$ cat src/rtl/score_counter.sv
// Score accumulator for Guitar Villains: turns hit/miss judgements into a clamped 4-bit score
// with a streak bonus, and pulses final_valid when a round ends from PLAY into FINISH.
module score_counter #(
  parameter int BONUS_STREAK = 4,
  parameter int MISS_PENALTY = 0
) (
  input  logic       clk,
  input  logic       tb_n_rst,
  input  logic [2:0] mode,
  input  logic       hit,
  input  logic       miss,
  output logic [3:0] score,
  output logic [3:0] streak,
  output logic       bonus,
  output logic       final_valid
);

  typedef enum logic [1:0] {
    MODE_IDLE,
    MODE_PLAY,
    MODE_FINISH,
    MODE_HOLD
  } mode_class_t;

  // Several raw encodings share one behaviour, so collapse them before any decisions
  function automatic mode_class_t classify(input logic [2:0] m);
    mode_class_t c;
    case (m)
      3'b000:                         c = MODE_IDLE;
      3'b001, 3'b010, 3'b011, 3'b100: c = MODE_PLAY;
      3'b101:                         c = MODE_FINISH;
      default:                        c = MODE_HOLD;
    endcase
    return c;
  endfunction

  logic [2:0]  prev_mode;
  mode_class_t cur_class;
  mode_class_t prev_class;
  logic [4:0]  score_sum;
  logic [4:0]  score_diff;
  logic [3:0]  score_next;
  logic [3:0]  streak_next;
  logic        bonus_next;
  logic        final_valid_next;

  always_ff @(posedge clk or negedge tb_n_rst) begin
    if (!tb_n_rst) begin
      score       <= 4'd0;
      streak      <= 4'd0;
      bonus       <= 1'b0;
      final_valid <= 1'b0;
      prev_mode   <= 3'b000;
    end else begin
      score       <= score_next;
      streak      <= streak_next;
      bonus       <= bonus_next;
      final_valid <= final_valid_next;
      prev_mode   <= mode;
    end
  end

  // Five-bit arithmetic: bit 4 flags overflow on the add and borrow on the subtract
  always_comb begin
    cur_class        = classify(mode);
    prev_class       = classify(prev_mode);
    score_sum        = {1'b0, score} + (bonus ? 5'd2 : 5'd1);
    score_diff       = {1'b0, score} - 5'(MISS_PENALTY);
    score_next       = score;
    streak_next      = streak;

    case (cur_class)
      MODE_IDLE: begin
        score_next  = 4'd0;
        streak_next = 4'd0;
      end
      MODE_PLAY: begin
        if (miss) begin
          streak_next = 4'd0;
          score_next  = score_diff[4] ? 4'd0 : score_diff[3:0];
        end else if (hit) begin
          score_next  = score_sum[4] ? 4'd15 : score_sum[3:0];
          streak_next = (streak == 4'd15) ? 4'd15 : streak + 4'd1;
        end
      end
      default: begin
        score_next  = score;
        streak_next = streak;
      end
    endcase

    bonus_next       = (streak_next >= 4'(BONUS_STREAK));
    final_valid_next = (cur_class == MODE_FINISH) && (prev_class == MODE_PLAY);
  end

endmodule
$ cat config.mk
export PLATFORM = sky130hd
export DESIGN_NAME = score_counter
export DESIGN_NICKNAME = d
export VERILOG_FILES = /design/src/rtl/score_counter.sv
export SDC_FILE = /design/constraint.sdc
export NUM_CORES = 1
export LEC_CHECK = 0
export ABC_CLOCK_PERIOD_IN_PS = 2100
export CAP_MARGIN = 20
export CORE_MARGIN = 3
export CORE_UTILIZATION = 47
export CTS_CLUSTER_DIAMETER = 50
export DETAILED_ROUTE_END_ITERATION = 16
export GPL_ROUTABILITY_DRIVEN = 1
export PLACE_DENSITY = 0.76
export SLEW_MARGIN = 5
export SYNTH_ARGS = -nofsm -noshare
export SYNTH_HDL_FRONTEND = slang
export SYNTH_SLANG_ARGS = --single-unit
$ cat constraint.sdc
create_clock -name clk -period 2.1 [get_ports clk]
set_input_delay 0.315 -clock clk [delete_from_list [all_inputs] [get_ports clk]]
set_output_delay 0.315 -clock clk [all_outputs]
set_load 0.02 [all_outputs]
==> results of run 1 <==
-- power by group through the flow --
stage | logic (mW) | clock network [mW] | registers [mW]
2_1_floorplan | 0.0618 | 0 | 0.304
3_3_place_gp | 0.140 | 0 | 0.289
4_1_cts | 0.144 | 0.154 | 0.285
6_report | 0.142 | 0.150 | 0.284
3_5_place_dp | 0.143 | 0 | 0.290
5_1_grt | 0.159 | 0.168 | 0.288
-- routing by layer --
metal,track usage,vias up
li1,-,283
met2,0.272,14
met1,0.196,283
met5,0,-
met3,0.0398,2
met4,0.0526,0
-- critical path: stages, from the launching register on --
cell and delay [ns]:
dfrtp_1 0.41, inv_1 0.11, ha_1 0.19, inv_1 0.06, fa_1 0.42, nor3b_1 0.20, nor2_1 0.06, o22a_1 0.19
-- final cells by class --
cell class | instances | area, sq um | area share
Clock inverter | 1 | 5.00 | 0.00547
Multi-Input combinational cell | 50 | 368 | 0.402
Clock buffer | 3 | 22.5 | 0.0246
Tap cell | 15 | 18.8 | 0.0205
Sequential cell | 13 | 325 | 0.356
Inverter | 4 | 15.0 | 0.0164
Timing Repair Buffer | 16 | 160 | 0.175
-- stage by stage --
stage	total power [mW]	std cells	instance area, sq um	util	setup slack [ns]
finish	0.576	102	915	0.677	0.358
CTS	0.583	102	915	0.677	0.355
global placement	0.430	98	887	0.657	0.288
global route	0.614	102	915	0.677	0.254
detailed placement	0.433	98	887	0.657	0.261
floorplan	0.366	67	708	-	0.398
-- cells in the final DEF, fill, tap and decap left out, types with 2 or more instances in the layout --
master / count
nor3b_1: 3
inv_1: 4
ha_1: 3
dfrtp_1: 13
o21ai_0: 4
clkdlybuf4s50_1: 16
a21oi_1: 2
a21o_1: 2
clkbuf_4: 3
nand2_1: 5
o22a_1: 2
nor2_1: 6
o21a_1: 2
-- kinds of logic (layout without fill, tap and decap cells) --
logic type	after synthesis	count (layout)
simple gates	25	25
compound gates	19	19
flops	13	13
fa+ha+maj	5	5
buf+inv	4	24
xor+xnor	1	1
-- path summary, 6_finish.rpt --
check,from,end,cells past startpoint
worst min-delay path,tb_n_rst,prev_mode[0]$_DFF_PN0_,1
worst max register to register,bonus$_DFF_PN0_,score[2]$_DFFE_PN0P_,7
worst max-delay path,bonus$_DFF_PN0_,score[2]$_DFFE_PN0P_,7
max in group asynchronous,tb_n_rst,async pin,1
worst min register to register,score[0]$_DFFE_PN0P_,score[0]$_DFFE_PN0P_,2
min in group clk,score[0]$_DFFE_PN0P_,score[0]$_DFFE_PN0P_,2
-- cells in the mapped netlist (2+ instances only) --
master and instances:
a21o_1 2, a21oi_1 2, dfrtp_1 13, ha_1 3, inv_1 4, nand2_1 5
nor2_1 6, nor3b_1 3, o21a_1 2, o21ai_0 4, o22a_1 2
==> flow_results.xml, run 1 <==
<?xml version="1.0" encoding="UTF-8"?>
<metrics>
  <group name="run_status">
    <metric name="result_of_the_run" unit="">completed</metric>
  </group>
  <group name="synth">
    <metric name="synth_enable_flop_cells" unit="">0</metric>
    <metric name="average_instance_area_after_synthesis" unit="sq um">10.6</metric>
    <metric name="netlist.area_leader.share" unit="">0.459</metric>
    <metric name="synth.distinct_cells" unit="">32</metric>
    <metric name="yosys_warnings" unit="">0</metric>
    <metric name="yosysSeqAreaShare" unit="">0.459</metric>
    <metric name="postSynth.asyncResetShare" unit="">1.00</metric>
    <metric name="synth_top_family_by_area" unit="">simple AND/OR/NAND/NOR gates</metric>
    <metric name="synth.area.top_cells" unit="">dfrtp_1 46%, ha_1 5.3%, nor2_1 3.2%, nor3b_1 3.2%, fa_1 2.8%</metric>
    <metric name="synthFlopType" unit="">dfrtp_1</metric>
    <metric name="mapped_cells" unit="">67</metric>
    <metric name="synth_seq_cells" unit="">13</metric>
    <metric name="yosys.area_share.xor_xnor" unit="">0.0124</metric>
    <metric name="synthAdderAreaFrac" unit="">0.0954</metric>
    <metric name="synth.cell_area" unit="sq um">708</metric>
    <metric name="synth.mux.area_fraction" unit="">0</metric>
    <metric name="synth_top_cell_by_area" unit="">dfrtp_1</metric>
    <metric name="synthesis.nets" unit="">78</metric>
    <metric name="synth_compound_gate_area_share" unit="">0.193</metric>
    <metric name="synthSimpleGateAreaFrac" unit="">0.219</metric>
  </group>
  <group name="clock_network">
    <metric name="clk_root_buffer_cell" unit="">clkbuf_4</metric>
    <metric name="cts_tree" unit="">built</metric>
    <metric name="clkLatencyLatePin" unit="ns">0.27</metric>
    <metric name="post_cts.resized_instances" unit="">0</metric>
    <metric name="cts_post_setup_buffers_inserted" unit="">0</metric>
    <metric name="htree_levels" unit="">1</metric>
    <metric name="path_clk_slew" unit="ns">0.08</metric>
    <metric name="ctsLongestPathBuffers" unit="">2</metric>
    <metric name="clock_sinks" unit="">13</metric>
    <metric name="cts-buffers-inserted" unit="">3</metric>
    <metric name="cts_hold_buf" unit="">0</metric>
  </group>
  <group name="route">
    <metric name="vias_per_cell" unit="">5.71</metric>
    <metric name="drt_pre_antenna_iters" unit="">2</metric>
    <metric name="remaining_drc_errors" unit="">0</metric>
    <metric name="dr_wl_met2" unit="um">635</metric>
    <metric name="via_count" unit="">582</metric>
    <metric name="drtAntennaViolNets" unit="">0</metric>
    <metric name="routedLengthMet1" unit="um">630</metric>
    <metric name="detail_route.iter0.violations" unit="">2</metric>
    <metric name="detailroute.wirelength.met3" unit="um">67</metric>
    <metric name="routed.top_layer" unit="">met4</metric>
    <metric name="wirelength" unit="um">1340</metric>
    <metric name="routedWlPerCell" unit="um">13.2</metric>
  </group>
  <group name="die">
    <metric name="core" unit="sq um">1350</metric>
    <metric name="floorplan.die.height" unit="um">44.8</metric>
    <metric name="initial_core_util" unit="">0.525</metric>
    <metric name="io_pins" unit="">17</metric>
    <metric name="floorplan.die_area" unit="sq um">2010</metric>
    <metric name="dieWidth" unit="um">44.8</metric>
    <metric name="std_cell_rows" unit="">13</metric>
  </group>
  <group name="finish">
    <metric name="fillerInstances" unit="">122</metric>
    <metric name="final_layout_size_suffix_gt1_frac" unit="">0.103</metric>
    <metric name="fin_nets" unit="">99</metric>
    <metric name="insertedDiodeCount" unit="">0</metric>
    <metric name="layout-area-overhead-vs-synth" unit="%">29.2</metric>
  </group>
  <group name="critical_path">
    <metric name="critical_path_capture_point_type" unit="">register</metric>
    <metric name="critical_path_source_type" unit="">register</metric>
    <metric name="rrSetupSlack" unit="ns">0.36</metric>
    <metric name="path_class" unit="">register to register</metric>
    <metric name="timing.critical_path.fanout_max" unit="">4</metric>
    <metric name="cp.required" unit="ns">2.26</metric>
    <metric name="arrival_time_of_data_at_the_critical_path_endpoint" unit="ns">1.90</metric>
  </group>
  <group name="power_and_ir_drop">
    <metric name="power_leakage" unit="nW">0.396</metric>
    <metric name="internal-power" unit="mW">0.407</metric>
    <metric name="combinational_share_of_power" unit="">0.246</metric>
    <metric name="max-vdd-ir-drop" unit="V">0.000349</metric>
    <metric name="pwr-share-clk" unit="">0.260</metric>
    <metric name="power.net_switching" unit="mW">0.168</metric>
    <metric name="swShare" unit="">0.292</metric>
    <metric name="power.share.sequential" unit="">0.494</metric>
    <metric name="pwr_density_cell" unit="nW/um^2">630</metric>
  </group>
  <group name="timing">
    <metric name="hold_viol" unit="">0</metric>
    <metric name="setup_tns" unit="ns">0</metric>
    <metric name="final.period_utilization" unit="">0.830</metric>
    <metric name="clock.fmax" unit="GHz">0.574</metric>
    <metric name="worst_slew_pin_slew" unit="ns">0.553</metric>
    <metric name="worst_slew_slack_as_a_fraction_of_its_limit" unit="">0.630</metric>
    <metric name="finalCriticalPeriod" unit="ns">1.74</metric>
    <metric name="setup_viol_count_final" unit="">0</metric>
    <metric name="setup_repair_after_global_routing_missed_its_margin" unit="">false</metric>
    <metric name="worst_clock_skew" unit="ns">0.00994</metric>
    <metric name="worst_hold_slack" unit="ns">0.390</metric>
    <metric name="timing.final.max_slew_violations" unit="">0</metric>
  </group>
  <group name="placement">
    <metric name="hpwl" unit="um">1030</metric>
    <metric name="input_output_buffers" unit="">16</metric>
    <metric name="globalplace.congestion" unit="">0.727</metric>
  </group>
  <group name="job">
    <metric name="max_cap_viol_count" unit="">0</metric>
  </group>
  <group name="worst_hold_path">
    <metric name="min_path_type" unit="">input pin to async pin</metric>
  </group>
  <group name="grt">
    <metric name="number_of_antenna_violations_at_the_first_check_in_global_routing" unit="">0</metric>
    <metric name="grt_first_pass_wirelength" unit="um">2390</metric>
    <metric name="global_route.usage.total" unit="">0.159</metric>
    <metric name="overall_overflow_remaining_after_global_route" unit="">0</metric>
    <metric name="first_global_vias" unit="">563</metric>
    <metric name="grt_start_max_net_pins" unit="">14</metric>
  </group>
</metrics>
Note: power is estimated with default switching activity, not from simulation.
==> run 2: changes to the inputs <==
ABC_CLOCK_PERIOD_IN_PS = 1600   (was 2100)
CORE_UTILIZATION = 42   (was 47)
PLACE_DENSITY = 0.72   (was 0.76)
clock period = 1.6 ns   (was 2.1 ns; I/O delays follow)
==> flow_results.xml, run 2 (synthesized netlist as in run 1, its figures left out) <==
<?xml version="1.0" encoding="UTF-8"?>
<metrics>
  <group name="grt">
    <metric name="grt_start_max_net_pins" unit="">14</metric>
    <metric name="grt_first_pass_wirelength" unit="um">2560</metric>
    <metric name="overall_overflow_remaining_after_global_route" unit="">0</metric>
    <metric name="number_of_antenna_violations_at_the_first_check_in_global_routing" unit="">0</metric>
    <metric name="global_route.usage.total" unit="">0.170</metric>
    <metric name="first_global_vias" unit="">640</metric>
  </group>
  <group name="critical_path">
    <metric name="timing.rr.start" unit="">bonus$_DFF_PN0_</metric>
    <metric name="critPathMostFrequentCell" unit="">inv_2</metric>
    <metric name="cp_cell_sequence" unit="">inv_2 &gt; ha_4 &gt; inv_2 &gt; fa_2 &gt; nor3b_2 &gt; nor2_1 &gt; o22a_1</metric>
    <metric name="crit_start" unit="">bonus$_DFF_PN0_</metric>
    <metric name="rr_endpoint" unit="">score[2]$_DFFE_PN0P_</metric>
    <metric name="critical_path_capture_point_type" unit="">register</metric>
    <metric name="arrival_time_of_data_at_the_critical_path_endpoint" unit="ns">1.73</metric>
    <metric name="critPathCapture" unit="">score[2]$_DFFE_PN0P_</metric>
    <metric name="cp.required" unit="ns">1.76</metric>
    <metric name="path_class" unit="">register to register</metric>
    <metric name="library_cell_contributing_the_largest_single_delay_on_the_critical_path" unit="">dfrtp_2</metric>
    <metric name="critical-path-max-stage-delay" unit="ns">0.42</metric>
    <metric name="rrSetupSlack" unit="ns">0.03</metric>
    <metric name="critical_path_source_type" unit="">register</metric>
    <metric name="timing.critical_path.fanout_max" unit="">4</metric>
    <metric name="worst_r2r_path_depth" unit="">7</metric>
  </group>
  <group name="route">
    <metric name="vias_per_cell" unit="">5.35</metric>
    <metric name="drtAntennaViolNets" unit="">0</metric>
    <metric name="detail_route.iter0.violations" unit="">13</metric>
    <metric name="via_count" unit="">610</metric>
    <metric name="routedWlPerCell" unit="um">13.6</metric>
    <metric name="remaining_drc_errors" unit="">0</metric>
    <metric name="wirelength" unit="um">1550</metric>
    <metric name="drt_pre_antenna_iters" unit="">4</metric>
  </group>
  <group name="finish">
    <metric name="finished_cell_area" unit="sq um">1030</metric>
    <metric name="mostFrequentLayoutCells" unit="">12 x dfrtp_1, 11 x buf_4, 10 x clkdlybuf4s50_1</metric>
    <metric name="final_cell_count_no_fill" unit="">114</metric>
    <metric name="commonest_non_fill_non_tap_cell_in_the_layout" unit="">dfrtp_1</metric>
    <metric name="fin_nets" unit="">110</metric>
    <metric name="final_layout_size_suffix_gt1_frac" unit="">0.265</metric>
    <metric name="insertedDiodeCount" unit="">0</metric>
    <metric name="layout-area-overhead-vs-synth" unit="%">45.1</metric>
  </group>
  <group name="power_and_ir_drop">
    <metric name="combinational_share_of_power" unit="">0.273</metric>
    <metric name="swShare" unit="">0.296</metric>
    <metric name="power.net_switching" unit="mW">0.234</metric>
    <metric name="pwr_density_cell" unit="nW/um^2">771</metric>
    <metric name="pwr-share-clk" unit="">0.254</metric>
    <metric name="power_leakage" unit="nW">0.531</metric>
    <metric name="internal-power" unit="mW">0.558</metric>
    <metric name="power.share.sequential" unit="">0.473</metric>
    <metric name="max-vdd-ir-drop" unit="V">0.000481</metric>
  </group>
  <group name="placement">
    <metric name="globalplace.congestion" unit="">0.789</metric>
    <metric name="placement.cell_area" unit="sq um">967</metric>
    <metric name="place_ws" unit="ns">-0.130</metric>
    <metric name="placed_cells" unit="">109</metric>
    <metric name="hpwl" unit="um">1220</metric>
    <metric name="input_output_buffers" unit="">16</metric>
  </group>
  <group name="timing">
    <metric name="hold_viol" unit="">0</metric>
    <metric name="setup_viol_count_final" unit="">0</metric>
    <metric name="clock.fmax" unit="GHz">0.636</metric>
    <metric name="final.period_utilization" unit="">0.983</metric>
    <metric name="setup_ws" unit="ns">0.0279</metric>
    <metric name="worst_slew_pin_slew" unit="ns">0.285</metric>
    <metric name="setup_repair_after_global_routing_missed_its_margin" unit="">true</metric>
    <metric name="worst_clock_skew" unit="ns">0.0102</metric>
    <metric name="timing.final.max_slew_violations" unit="">0</metric>
    <metric name="worst_slew_slack_as_a_fraction_of_its_limit" unit="">0.809</metric>
    <metric name="finalCriticalPeriod" unit="ns">1.57</metric>
  </group>
  <group name="die">
    <metric name="dieWidth" unit="um">47.1</metric>
    <metric name="floorplan.die_area" unit="sq um">2210</metric>
    <metric name="core" unit="sq um">1540</metric>
    <metric name="initial_core_util" unit="">0.459</metric>
    <metric name="std_cell_rows" unit="">14</metric>
    <metric name="floorplan.die.height" unit="um">47.1</metric>
    <metric name="io_pins" unit="">17</metric>
  </group>
  <group name="run_status">
    <metric name="result_of_the_run" unit="">completed</metric>
  </group>
  <group name="clock_network">
    <metric name="clk_root_buffer_cell" unit="">clkbuf_4</metric>
    <metric name="clock_sinks" unit="">13</metric>
    <metric name="htree_levels" unit="">1</metric>
    <metric name="cts_hold_buf" unit="">0</metric>
    <metric name="path_clk_slew" unit="ns">0.09</metric>
    <metric name="cts-buffers-inserted" unit="">3</metric>
    <metric name="ctsLongestPathBuffers" unit="">2</metric>
    <metric name="cts_tree" unit="">built</metric>
    <metric name="clkLatencyLatePin" unit="ns">0.28</metric>
  </group>
  <group name="worst_hold_path">
    <metric name="min_path_type" unit="">input pin to async pin</metric>
  </group>
  <group name="job">
    <metric name="max_cap_viol_count" unit="">0</metric>
  </group>
</metrics>
-- run 2: changes by cell type in the layout (fill, tap and decap cells not counted), sizes merged --
cell	change
dlymetal6s2s	+4
dlygate4sd2	+2
buf	+11
clkdlybuf4s50	-6
-- run 2: what timing repair did --
action	CTS	global route
gates resized for setup	6	5
endpoints found under the setup margin	4	7
setup buffers	1	0
hold endpoints to repair	0	0
pin swaps	1	3
-- run 2: metal layers --
metal,global-route usage,up-vias,wire length [um]
met5,0,-,0
met2,0.293,20,760
met4,0.105,0,46
met1,0.180,280,665
li1,-,306,-
met3,0.0498,4,80
-- run 2: worst min path at each step --
stage,start,to
floorplan,tb_n_rst,async pin
global placement,score[0]$_DFFE_PN0P_,score[0]$_DFFE_PN0P_
detailed placement,score[0]$_DFFE_PN0P_,score[0]$_DFFE_PN0P_
CTS,tb_n_rst,prev_mode[2]$_DFF_PN0_
global route,tb_n_rst,prev_mode[2]$_DFF_PN0_
finish,tb_n_rst,prev_mode[2]$_DFF_PN0_
-- run 2: cell type report --
class                      instances  area, sq um
clock buffer                       3         22.5
fill                             120          514
sequential                        13          327
clock inverter                     1         5.00
timing repair buffer              27          250
tap                               16         20.0
inverter                           4         15.0
multi-input combinational         50          388
-- run 2: stage by stage --
step | TNS [ns] | power [mW] | hold slack [ns] | util
after floorplan | 0 | 0.482 | -0.0556 | -
after global placement | -0.583 | 0.581 | 0.503 | 0.627
after detailed placement | -0.859 | 0.590 | 0.518 | 0.627
after CTS | 0 | 0.804 | 0.251 | 0.660
after global routing | -0.0696 | 0.838 | 0.269 | 0.666
final | 0 | 0.792 | 0.252 | 0.666
-- run 2: power groups by stage --
stage | Combinational, mW | Clock [mW] | Sequential, mW
global route | 0.240 | 0.221 | 0.377
global placement | 0.203 | 0 | 0.378
CTS | 0.219 | 0.210 | 0.374
floorplan | 0.0827 | 0 | 0.399
finish | 0.217 | 0.201 | 0.375
detailed placement | 0.211 | 0 | 0.379
-- run 2: worst max-delay path: cells and delay by family, from the launching register on --
kind                       cells  cell delay, ns
and+or+nand+nor                2            0.25
buffers and inverters          2            0.11
AOI/OAI and AO/OA              1            0.19
adders and majority gates      2            0.49
DFF                            1            0.42
